$ cat config.mk
export PLATFORM = sky130hd
export DESIGN_NAME = serial_pattern_gen_flat
export DESIGN_NICKNAME = d
export VERILOG_FILES = /design/src/rtl/serial_pattern_gen_if.sv /design/src/rtl/serial_pattern_gen.sv /design/src/flat_wrapper.sv
export SDC_FILE = /design/constraint.sdc
export NUM_CORES = 1
export LEC_CHECK = 0
export ABC_AREA = 1
export CORE_MARGIN = 8
export CORE_UTILIZATION = 56
export CTS_CLUSTER_DIAMETER = 100
export CTS_CLUSTER_SIZE = 14
export DETAILED_ROUTE_END_ITERATION = 12
export GPL_TIMING_DRIVEN = 0
export PLACE_DENSITY = 0.95
export RECOVER_POWER = 100
export SYNTH_ARGS = -nofsm -noshare
export SYNTH_HDL_FRONTEND = slang
export SYNTH_SLANG_ARGS = --single-unit
$ cat constraint.sdc
create_clock -name clk -period 4.1 [get_ports clk]
set_input_delay 0.82 -clock clk [delete_from_list [all_inputs] [get_ports clk]]
set_output_delay 0.82 -clock clk [all_outputs]
set_load 0.02 [all_outputs]
$ cat src/rtl/serial_pattern_gen_if.sv
// Handshake and serial-output bundle for serial_pattern_gen.
// master = requester/consumer side, slave = the generator.
interface serial_pattern_gen_if #(
  parameter int WIDTH = 8,
  parameter int LEN_W = 4,
  parameter int CNT_W = 4
);
  logic             start;
  logic             abort;
  logic [WIDTH-1:0] pattern;
  logic [LEN_W-1:0] len;
  logic [CNT_W-1:0] reps;
  logic             ready;
  logic             busy;
  logic             y_out;
  logic             y_valid;
  logic             done;

  modport master (
    output start, abort, pattern, len, reps,
    input  ready, busy, y_out, y_valid, done
  );

  modport slave (
    input  start, abort, pattern, len, reps,
    output ready, busy, y_out, y_valid, done
  );
endinterface

$ cat src/rtl/serial_pattern_gen.sv
// Serial pattern transmitter: shifts a captured pattern out MSB-first,
// repeated reps times with GAP forced-zero cycles between repetitions.
module serial_pattern_gen #(
  parameter int WIDTH = 8,
  parameter int LEN_W = 4,
  parameter int CNT_W = 4,
  parameter int GAP   = 1
) (
  input logic                 clk,
  input logic                 rst,
  serial_pattern_gen_if.slave bus
);

  localparam int IDX_W = (WIDTH > 1) ? $clog2(WIDTH) : 1;
  localparam int GAP_W = (GAP > 1) ? $clog2(GAP) : 1;

  typedef enum logic [1:0] {
    S_IDLE,
    S_SHIFT,
    S_GAP,
    S_DONE
  } state_t;

  state_t             state, state_nx;
  logic [IDX_W-1:0]   idx, idx_nx;
  logic [IDX_W-1:0]   last_idx, last_nx;
  logic [CNT_W-1:0]   rep_cnt, rep_nx;
  logic [GAP_W-1:0]   gap_cnt, gap_nx;
  logic [WIDTH-1:0]   pat, pat_nx;
  logic [LEN_W-1:0]   eff_len;
  logic [LEN_W-1:0]   eff_m1;

  logic ready_nx, busy_nx, y_out_nx, y_valid_nx, done_nx;

  // Clamp the requested length to the physical pattern width.
  assign eff_len = (bus.len > LEN_W'(WIDTH)) ? LEN_W'(WIDTH) : bus.len;
  assign eff_m1  = eff_len - LEN_W'(1);

  always_comb begin
    state_nx = state;
    idx_nx   = idx;
    last_nx  = last_idx;
    rep_nx   = rep_cnt;
    gap_nx   = gap_cnt;
    pat_nx   = pat;

    unique case (state)
      S_IDLE: begin
        if (!bus.abort && bus.start) begin
          pat_nx  = bus.pattern;
          last_nx = eff_m1[IDX_W-1:0];
          idx_nx  = eff_m1[IDX_W-1:0];
          rep_nx  = bus.reps;
          if (eff_len == '0 || bus.reps == '0) state_nx = S_DONE;
          else                                  state_nx = S_SHIFT;
        end
      end
      S_SHIFT: begin
        if (bus.abort) begin
          state_nx = S_IDLE;
        end else if (idx == '0) begin
          // rep_cnt counts down to 1, never through 0, so all-ones reps is safe
          if (rep_cnt == CNT_W'(1)) begin
            state_nx = S_DONE;
          end else begin
            rep_nx = rep_cnt - CNT_W'(1);
            if (GAP == 0) begin
              idx_nx = last_idx;
            end else begin
              state_nx = S_GAP;
              gap_nx   = GAP_W'(GAP - 1);
            end
          end
        end else begin
          idx_nx = idx - IDX_W'(1);
        end
      end
      S_GAP: begin
        if (bus.abort) begin
          state_nx = S_IDLE;
        end else if (gap_cnt == '0) begin
          state_nx = S_SHIFT;
          idx_nx   = last_idx;
        end else begin
          gap_nx = gap_cnt - GAP_W'(1);
        end
      end
      S_DONE: begin
        state_nx = S_IDLE;
      end
      default: begin
        state_nx = S_IDLE;
      end
    endcase

    ready_nx   = (state_nx == S_IDLE);
    busy_nx    = (state_nx == S_SHIFT) || (state_nx == S_GAP);
    y_valid_nx = (state_nx == S_SHIFT);
    y_out_nx   = (state_nx == S_SHIFT) && pat_nx[idx_nx];
    done_nx    = (state_nx == S_DONE);
  end

  // Control and registered outputs.
  always_ff @(posedge clk or negedge rst) begin
    if (!rst) begin
      state       <= S_IDLE;
      idx         <= '0;
      last_idx    <= '0;
      rep_cnt     <= '0;
      gap_cnt     <= '0;
      bus.ready   <= 1'b1;
      bus.busy    <= 1'b0;
      bus.y_out   <= 1'b0;
      bus.y_valid <= 1'b0;
      bus.done    <= 1'b0;
    end else begin
      state       <= state_nx;
      idx         <= idx_nx;
      last_idx    <= last_nx;
      rep_cnt     <= rep_nx;
      gap_cnt     <= gap_nx;
      bus.ready   <= ready_nx;
      bus.busy    <= busy_nx;
      bus.y_out   <= y_out_nx;
      bus.y_valid <= y_valid_nx;
      bus.done    <= done_nx;
    end
  end

  // Captured pattern is pure data and is only meaningful after an accept.
  always_ff @(posedge clk) begin
    pat <= pat_nx;
  end

endmodule

$ cat src/flat_wrapper.sv
// flat-port wrapper written by rule: the top's interface ports become plain ports
module serial_pattern_gen_flat 
#(
  parameter int WIDTH = 8,
  parameter int LEN_W = 4,
  parameter int CNT_W = 4,
  parameter int GAP   = 1
)
  (clk, rst, bus_start, bus_abort, bus_pattern, bus_len, bus_reps, bus_ready, bus_busy, bus_y_out, bus_y_valid, bus_done);
  serial_pattern_gen_if #(.WIDTH(WIDTH), .LEN_W(LEN_W), .CNT_W(CNT_W)) bus_i ();
  input logic clk;
  input logic rst;
  input wire logic [$bits(bus_i.start)-1:0] bus_start;
  input wire logic [$bits(bus_i.abort)-1:0] bus_abort;
  input wire logic [$bits(bus_i.pattern)-1:0] bus_pattern;
  input wire logic [$bits(bus_i.len)-1:0] bus_len;
  input wire logic [$bits(bus_i.reps)-1:0] bus_reps;
  output wire logic [$bits(bus_i.ready)-1:0] bus_ready;
  output wire logic [$bits(bus_i.busy)-1:0] bus_busy;
  output wire logic [$bits(bus_i.y_out)-1:0] bus_y_out;
  output wire logic [$bits(bus_i.y_valid)-1:0] bus_y_valid;
  output wire logic [$bits(bus_i.done)-1:0] bus_done;
  assign bus_i.start = bus_start;
  assign bus_i.abort = bus_abort;
  assign bus_i.pattern = bus_pattern;
  assign bus_i.len = bus_len;
  assign bus_i.reps = bus_reps;
  assign bus_ready = bus_i.ready;
  assign bus_busy = bus_i.busy;
  assign bus_y_out = bus_i.y_out;
  assign bus_y_valid = bus_i.y_valid;
  assign bus_done = bus_i.done;
  serial_pattern_gen #(.WIDTH(WIDTH), .LEN_W(LEN_W), .CNT_W(CNT_W), .GAP(GAP)) u_core (.clk(clk), .rst(rst), .bus(bus_i));
endmodule
Yosys cells after proc, flatten, opt, wreduce, memory -nomap -nowiden
Index checks and enable logic that the tools add are counted.
- bits in registers: 26
- input port bits: 20
- output and inout bits: 5
- logic and storage cells: 74
- add/subtract/negate cells: 4
- magnitude comparators: 2
- equality and inequality tests: 12
- multiplexer cells: 30
- reduce and logical (&&, ||, !) cells: 15
- operators with widths (cell ; count):
    $mux 4 ; 5
    $mux 8 ; 2
    $mux 3 ; 5
    $mux 2 ; 6
    $reduce_and 5->1 ; 2
    $pmux 3 s3 ; 1
    $eq 2x2->1 const B ; 4
    $logic_not 4->1 ; 2
    $pmux 2 s4 ; 1
    $pmux 4 s2 ; 1
    $mux 1 ; 7
    $ne 2x2->1 const B ; 3
    $sub 3x1->3 const B ; 2
    $eq 2x1->1 const B ; 2
    $eq 4x1->1 const B ; 1
    $gt 4x4->1 const B ; 1
    $logic_not 2->1 ; 2
    $lt 3x4->1 const B ; 1
    $ne 2x1->1 const B ; 2
    $reduce_bool 2->1 ; 2
    $sub 4x1->4 const B ; 1
    $bmux 1 s3 ; 1
    $logic_not 3->1 ; 1
    $logic_and 1x1->1 ; 2
    5 further kinds ; 6

Longest topological paths before layout
- word-level depth: 9
- mapped depth: 13

Worst setup path before layout
OpenSTA, ideal clock, no wires.
- kind: input port to flip-flop
- from: input port bus_len[3]
- to: register u_core.bus.busy
- setup time: 126 ps
- data arrival time: 1853 ps
- path slack: 2121 ps
- cell stages on the path: 8
- path buffers: 0
- path through: inv_1 nand2_1 ha_1 nand3_1 o41ai_1 a21oi_1 inv_1 ha_1
- cells in the longest elaborated chain, start to end: 9
- elaborated cells on any way between the ends: 10
- those cells by class: order compare: 1; eq/ne: 2; mux: 4; reduce/logical: 3
- ends and longest elaborated chain (item ; RTL line ; text):
    start: declaration ; flat_wrapper.sv:16 ; input wire logic [$bits(bus_i.len)-1:0] bus_len;
    $gt 4x4->1 ; serial_pattern_gen.sv:36 ; assign eff_len = (bus.len > LEN_W'(WIDTH)) ? LEN_W'(WIDTH) : bus.len;
    $mux 4 * ; serial_pattern_gen.sv:36 ;
    $logic_not 4->1 * ; serial_pattern_gen.sv:54 ; if (eff_len == '0 || bus.reps == '0) state_nx = S_DONE;
    $logic_or 1x1->1 * ; serial_pattern_gen.sv:54 ;
    $mux 2 * ; serial_pattern_gen.sv:54 ;
    $mux 2 * ; serial_pattern_gen.sv:49 ; if (!bus.abort && bus.start) begin
    $pmux 2 s4 * ; serial_pattern_gen.sv:47 ; unique case (state)
    named net u_core.state_nx[1] ; serial_pattern_gen.sv:24 ; state_t state, state_nx;
    $eq 2x1->1 / $eq 2x2->1 (equally long branches) ; serial_pattern_gen.sv:97 ; busy_nx = (state_nx == S_SHIFT) || (state_nx == S_GAP);
    $logic_or 1x1->1 * ; serial_pattern_gen.sv:97 ;
    named net u_core.busy_nx ; serial_pattern_gen.sv:33 ; logic ready_nx, busy_nx, y_out_nx, y_valid_nx, done_nx;
    end signal: assignment ; serial_pattern_gen.sv:123 ; bus.busy <= busy_nx;
    end: declaration ; serial_pattern_gen_if.sv:26 ; output ready, busy, y_out, y_valid, done
Mark *: on every way through the listed nets, which the timed path passes. The rest lies on a longest branch.
A chain may end at the register's enable or synchronous reset.

Worst setup path after layout
- from: input port bus_abort
- to: register u_core.bus.y_out
- cells in the longest elaborated chain, start to end: 7
- elaborated cells on any way between the ends: 16
- those cells by class: eq/ne: 1; mux: 12; reduce/logical: 3
- ends and longest elaborated chain (item ; RTL line ; text):
    start: declaration ; flat_wrapper.sv:14 ; input wire logic [$bits(bus_i.abort)-1:0] bus_abort;
    $logic_not 1->1 ; serial_pattern_gen.sv:49 ;
    $logic_and 1x1->1 ; serial_pattern_gen.sv:49 ;
    $mux 3 ; serial_pattern_gen.sv:49 ;
    $pmux 3 s3 * ; serial_pattern_gen.sv:47 ;
    named net u_core.idx_nx[2] ; serial_pattern_gen.sv:25 ; logic [IDX_W-1:0] idx, idx_nx;
    $bmux 1 s3 * ; serial_pattern_gen.sv:99 ; y_out_nx = (state_nx == S_SHIFT) && pat_nx[idx_nx];
    $mux 1 (not written as such) * ; serial_pattern_gen.sv:99 ;
    $logic_and 1x1->1 * ; serial_pattern_gen.sv:99 ;
    named net u_core.y_out_nx ; serial_pattern_gen.sv:33 ;
    end signal: assignment ; serial_pattern_gen.sv:124 ; bus.y_out <= y_out_nx;
    end: declaration ; serial_pattern_gen_if.sv:26 ;
Mark *: on every way through the listed nets, which the timed path passes. The rest lies on a longest branch. The select of a mux whose other input is x is not followed.

==> reports/qor.yml <==
clock_network:
  cts_buffers: 3
  cts_tree: "done"
  cts.sinks: 25
  htreeDepth: 1
  cts_buffer_depth: 2
  clk_pin_slew_worst_paths_ns: 0.14
  clk_latency_ns: 0.35
  cts-root-buf: "clkbuf_4"
  cts_hold_buffers: 0
  post_cts_buffers: 0
  cts_resized: 0
outcome:
  outcome: "complete, no violations"
routing:
  route.detailed.drc: 0
  num_vias: 1307
  drtIter0Drc: 47
  via_per_inst: 5.313
  drtPass1Iterations: 5
  detail-route-antenna-nets: 0
  wl_per_cell_um: 13.55
  drt-total-wl_um: 3333
yosys:
  synth_commonest_cells: "44 x nand2_1, 35 x inv_1, 16 x dfrtp_1, 15 x nand3_1, 11 x o21ai_0"
  ys.flop_type: "dfrtp_1"
  yosys-top-cells-area: "dfrtp_1 28%, nand2_1 11%, dfxtp_1 11%, inv_1 9.0%, ha_1 6.9%"
  yosys_warnings: 0
  postSynthAreaPerCell_um2: 7.727
  yosysUniqueCellTypes: 32
  synth.cell_area_um2: 1453
  synth_edf_count: 0
  synth_top_area_cell: "dfrtp_1"
  synth_top_area_frac: 0.2756
  synth_seq_cells: 25
  async_flop_share: 0.6800
  synth_nets: 216
  synth_most_common_cell: "nand2_1"
  syn_inst: 188
  yosysSeqAreaShare: 0.4040
setup_path:
  rrSetupSlack_ns: 1.92
  startpoint_type: "primary input"
  path_buf_inv: 3
  path_cells: "dlygate4sd3_1, inv_1, nand2_1, nor2_1, clkbuf_1, nand3_1, nand3_1, nand2_1, nor2_1, nor2_1"
  slowest_stage: "dlygate4sd3_1"
  critPathRequiredTime_ns: 4.36
  arrival_ns: 3.11
  end_kind: "flop"
  crit_top_cell: "nor2_1"
  slowest_delay_ns: 0.62
  path_delay_family: "buffers and inverters"
  crit_type: "primary input to flop"
  path_max_fanout: 10
grt:
  grt_pass1_vias: 1293
  grt_usage: 0.1655
  grt_overflow: 0
  antenna_found_initial: 0
  use_met3: 0.03691
  grt-busiest-layer: "met2"
  grtUsageMet1: 0.1713
  met2_usage: 0.3035
  grt_max_degree: 18
  grt_pass1_wl_um: 5713
pwr:
  p_seq_frac: 0.382
  vdd_ir_drop_max_mv: 0.4079
  p_clk_frac: 0.118
  switchingPower_w: 0.0004643
  switching_share: 0.4397
  p_per_area_nw_per_um2: 612.4
  power_frac_comb: 0.501
  internal_power_w: 0.0005916
  leakagePower_nw: 0.8990
die:
  die-height_um: 66.93
  dieArea_um2: 4480
  std_cell_rows: 18
  initial_utilization: 0.5864
  num_io_pins: 25
  core_area_um2: 2477
  die_w_um: 66.93
placed_design:
  gp_congestion: 0.8889
  port_buffers: 24
  dp_hpwl_um: 2556
cells_and_area:
  drive_gt1_frac: 0.06944
  fin_util: 0.6960
  diodes: 0
  final_nets: 245
  multi_input_area_um2: 664.4
  regArea_um2: 586.8
  syn_to_final_growth_pct: 18.69
  n_fill_cell: 204
timing:
  layout_min_cycle_time_ns: 2.855
  setup_violations: 0
  rsz0062_at_grt: "no"
  hold_violations: 0
  clock_skew_ns: 0.001868
  fmax_mhz: 350.2
  slew_headroom: 0.4856
  drv_slew: 0
  fin_setup_tns_ns: 0
  finalCritPeriodShare: 0.6964
  tightest_slew_ns: 0.7691
job:
  maxCapViolCount: 0
hold_path:
  hp-class: "flop to flop"
## worst min-delay path: cells and delay by family, from the launching register on
kind,cells,cell delay [ns]
DFF,1,0.37
and+or+nand+nor,2,0.10
## path summary, 6_finish.rpt
kind                                    startpoint            endpoint  depth (start not counted)
worst max-delay path                     bus_abort    u_core.bus.y_out                         10
worst min-delay path            u_core.last_idx[1]  u_core.last_idx[1]                          2
worst max register to register     u_core.state[0]    u_core.bus.y_out                          9
worst min register to register  u_core.last_idx[1]  u_core.last_idx[1]                          2
max in group asynchronous                      rst   u_core.rep_cnt[2]                          1
min in group asynchronous                      rst     u_core.bus.done                          1
## flip-flops by register name, summed over array words and instances (netlist names), 2 cells and up
| register | cells |
|---|---|
| u_core.idx | 3 |
| u_core.pat | 8 |
| u_core.last_idx | 3 |
| u_core.rep_cnt | 4 |
| u_core.state | 2 |
## final cells by class
cell class	instances	share of cell area
Buffer	2	0.008708
Timing Repair Buffer	24	0.1393
Clock inverter	1	0.005080
Inverter	39	0.08636
Sequential cell	25	0.3403
Multi-Input combinational cell	122	0.3853
Tap cell	30	0.02177
Clock buffer	3	0.01306
## power by group through the flow
stage | registers, W | logic (W) | clock network, W
3_5_place_dp | 0.000410 | 0.000539 | 0
3_3_place_gp | 0.000402 | 0.000514 | 0
5_1_grt | 0.000414 | 0.000596 | 0.000132
6_report | 0.000403 | 0.000529 | 0.000124
4_1_cts | 0.000405 | 0.000550 | 0.000125
2_1_floorplan | 0.000418 | 0.000377 | 0
## per-layer routing
layer	vias up	part of all wire
met4	0	0.027
met3	9	0.054
met2	45	0.54
met1	605	0.38
met5	-	0
li1	648	-
## metrics by stage
step                hold WS, ns  instances  cell area, um2  total power, W  setup slack, ns
floorplan                0.4228        188            1453       0.0007950            2.121
global placement         0.4328        242            1730       0.0009166            1.473
detailed placement       0.4654        242            1730       0.0009494            1.389
CTS                      0.4995        246            1762        0.001080            1.766
global route             0.5219        246            1724        0.001141            1.084
finish                   0.4955        246            1724        0.001056            1.245
## cell usage in the layout, fill, tap and decap left out
| master | Yosys | layout |
|---|---|---|
| nor2_2 | 2 | 2 |
| dfstp_2 | 1 | 1 |
| buf_6 | 2 | 1 |
| inv_1 | 35 | 37 |
| o22ai_1 | 2 | 2 |
| nand3b_1 | 1 | 1 |
| clkbuf_1 | 0 | 1 |
| ha_1 | 8 | 8 |
| nor2_1 | 9 | 10 |
| dfrtp_1 | 16 | 16 |
| nand3_4 | 1 | 1 |
| nand2_1 | 44 | 46 |
| or2_0 | 1 | 1 |
| o41ai_1 | 1 | 1 |
| a31oi_1 | 1 | 1 |
| dlygate4sd3_1 | 0 | 7 |
| clkbuf_4 | 0 | 3 |
| o211ai_1 | 2 | 2 |
| or2_1 | 3 | 3 |
| o21bai_1 | 1 | 1 |
| nand2_2 | 3 | 1 |
| a21oi_1 | 2 | 2 |
| clkdlybuf4s50_1 | 0 | 17 |
| mux2_2 | 1 | 1 |
| dfxtp_1 | 8 | 8 |
| nor2_4 | 2 | 1 |
| inv_2 | 3 | 1 |
| nand4_1 | 3 | 3 |
| inv_4 | 1 | 1 |
| nand3_2 | 3 | 1 |
| o21ai_1 | 2 | 2 |
| nor3_1 | 1 | 1 |
| nand3_1 | 15 | 17 |
| o21ai_0 | 11 | 13 |
| inv_6 | 0 | 1 |
| xnor2_1 | 1 | 1 |
## kinds of logic after synthesis
| kind of cell | Yosys count | synth area share |
|---|---|---|
| DFF | 25 | 0.4040 |
| and+or+nand+nor | 88 | 0.2972 |
| AOI/OAI and AO/OA | 24 | 0.09819 |
| xor gates and xnor gates | 1 | 0.006030 |
| buffers and inverters | 41 | 0.1180 |
| adders and majority gates | 8 | 0.06891 |
| muxes | 1 | 0.007751 |
Power figures use the tool's default switching activity.
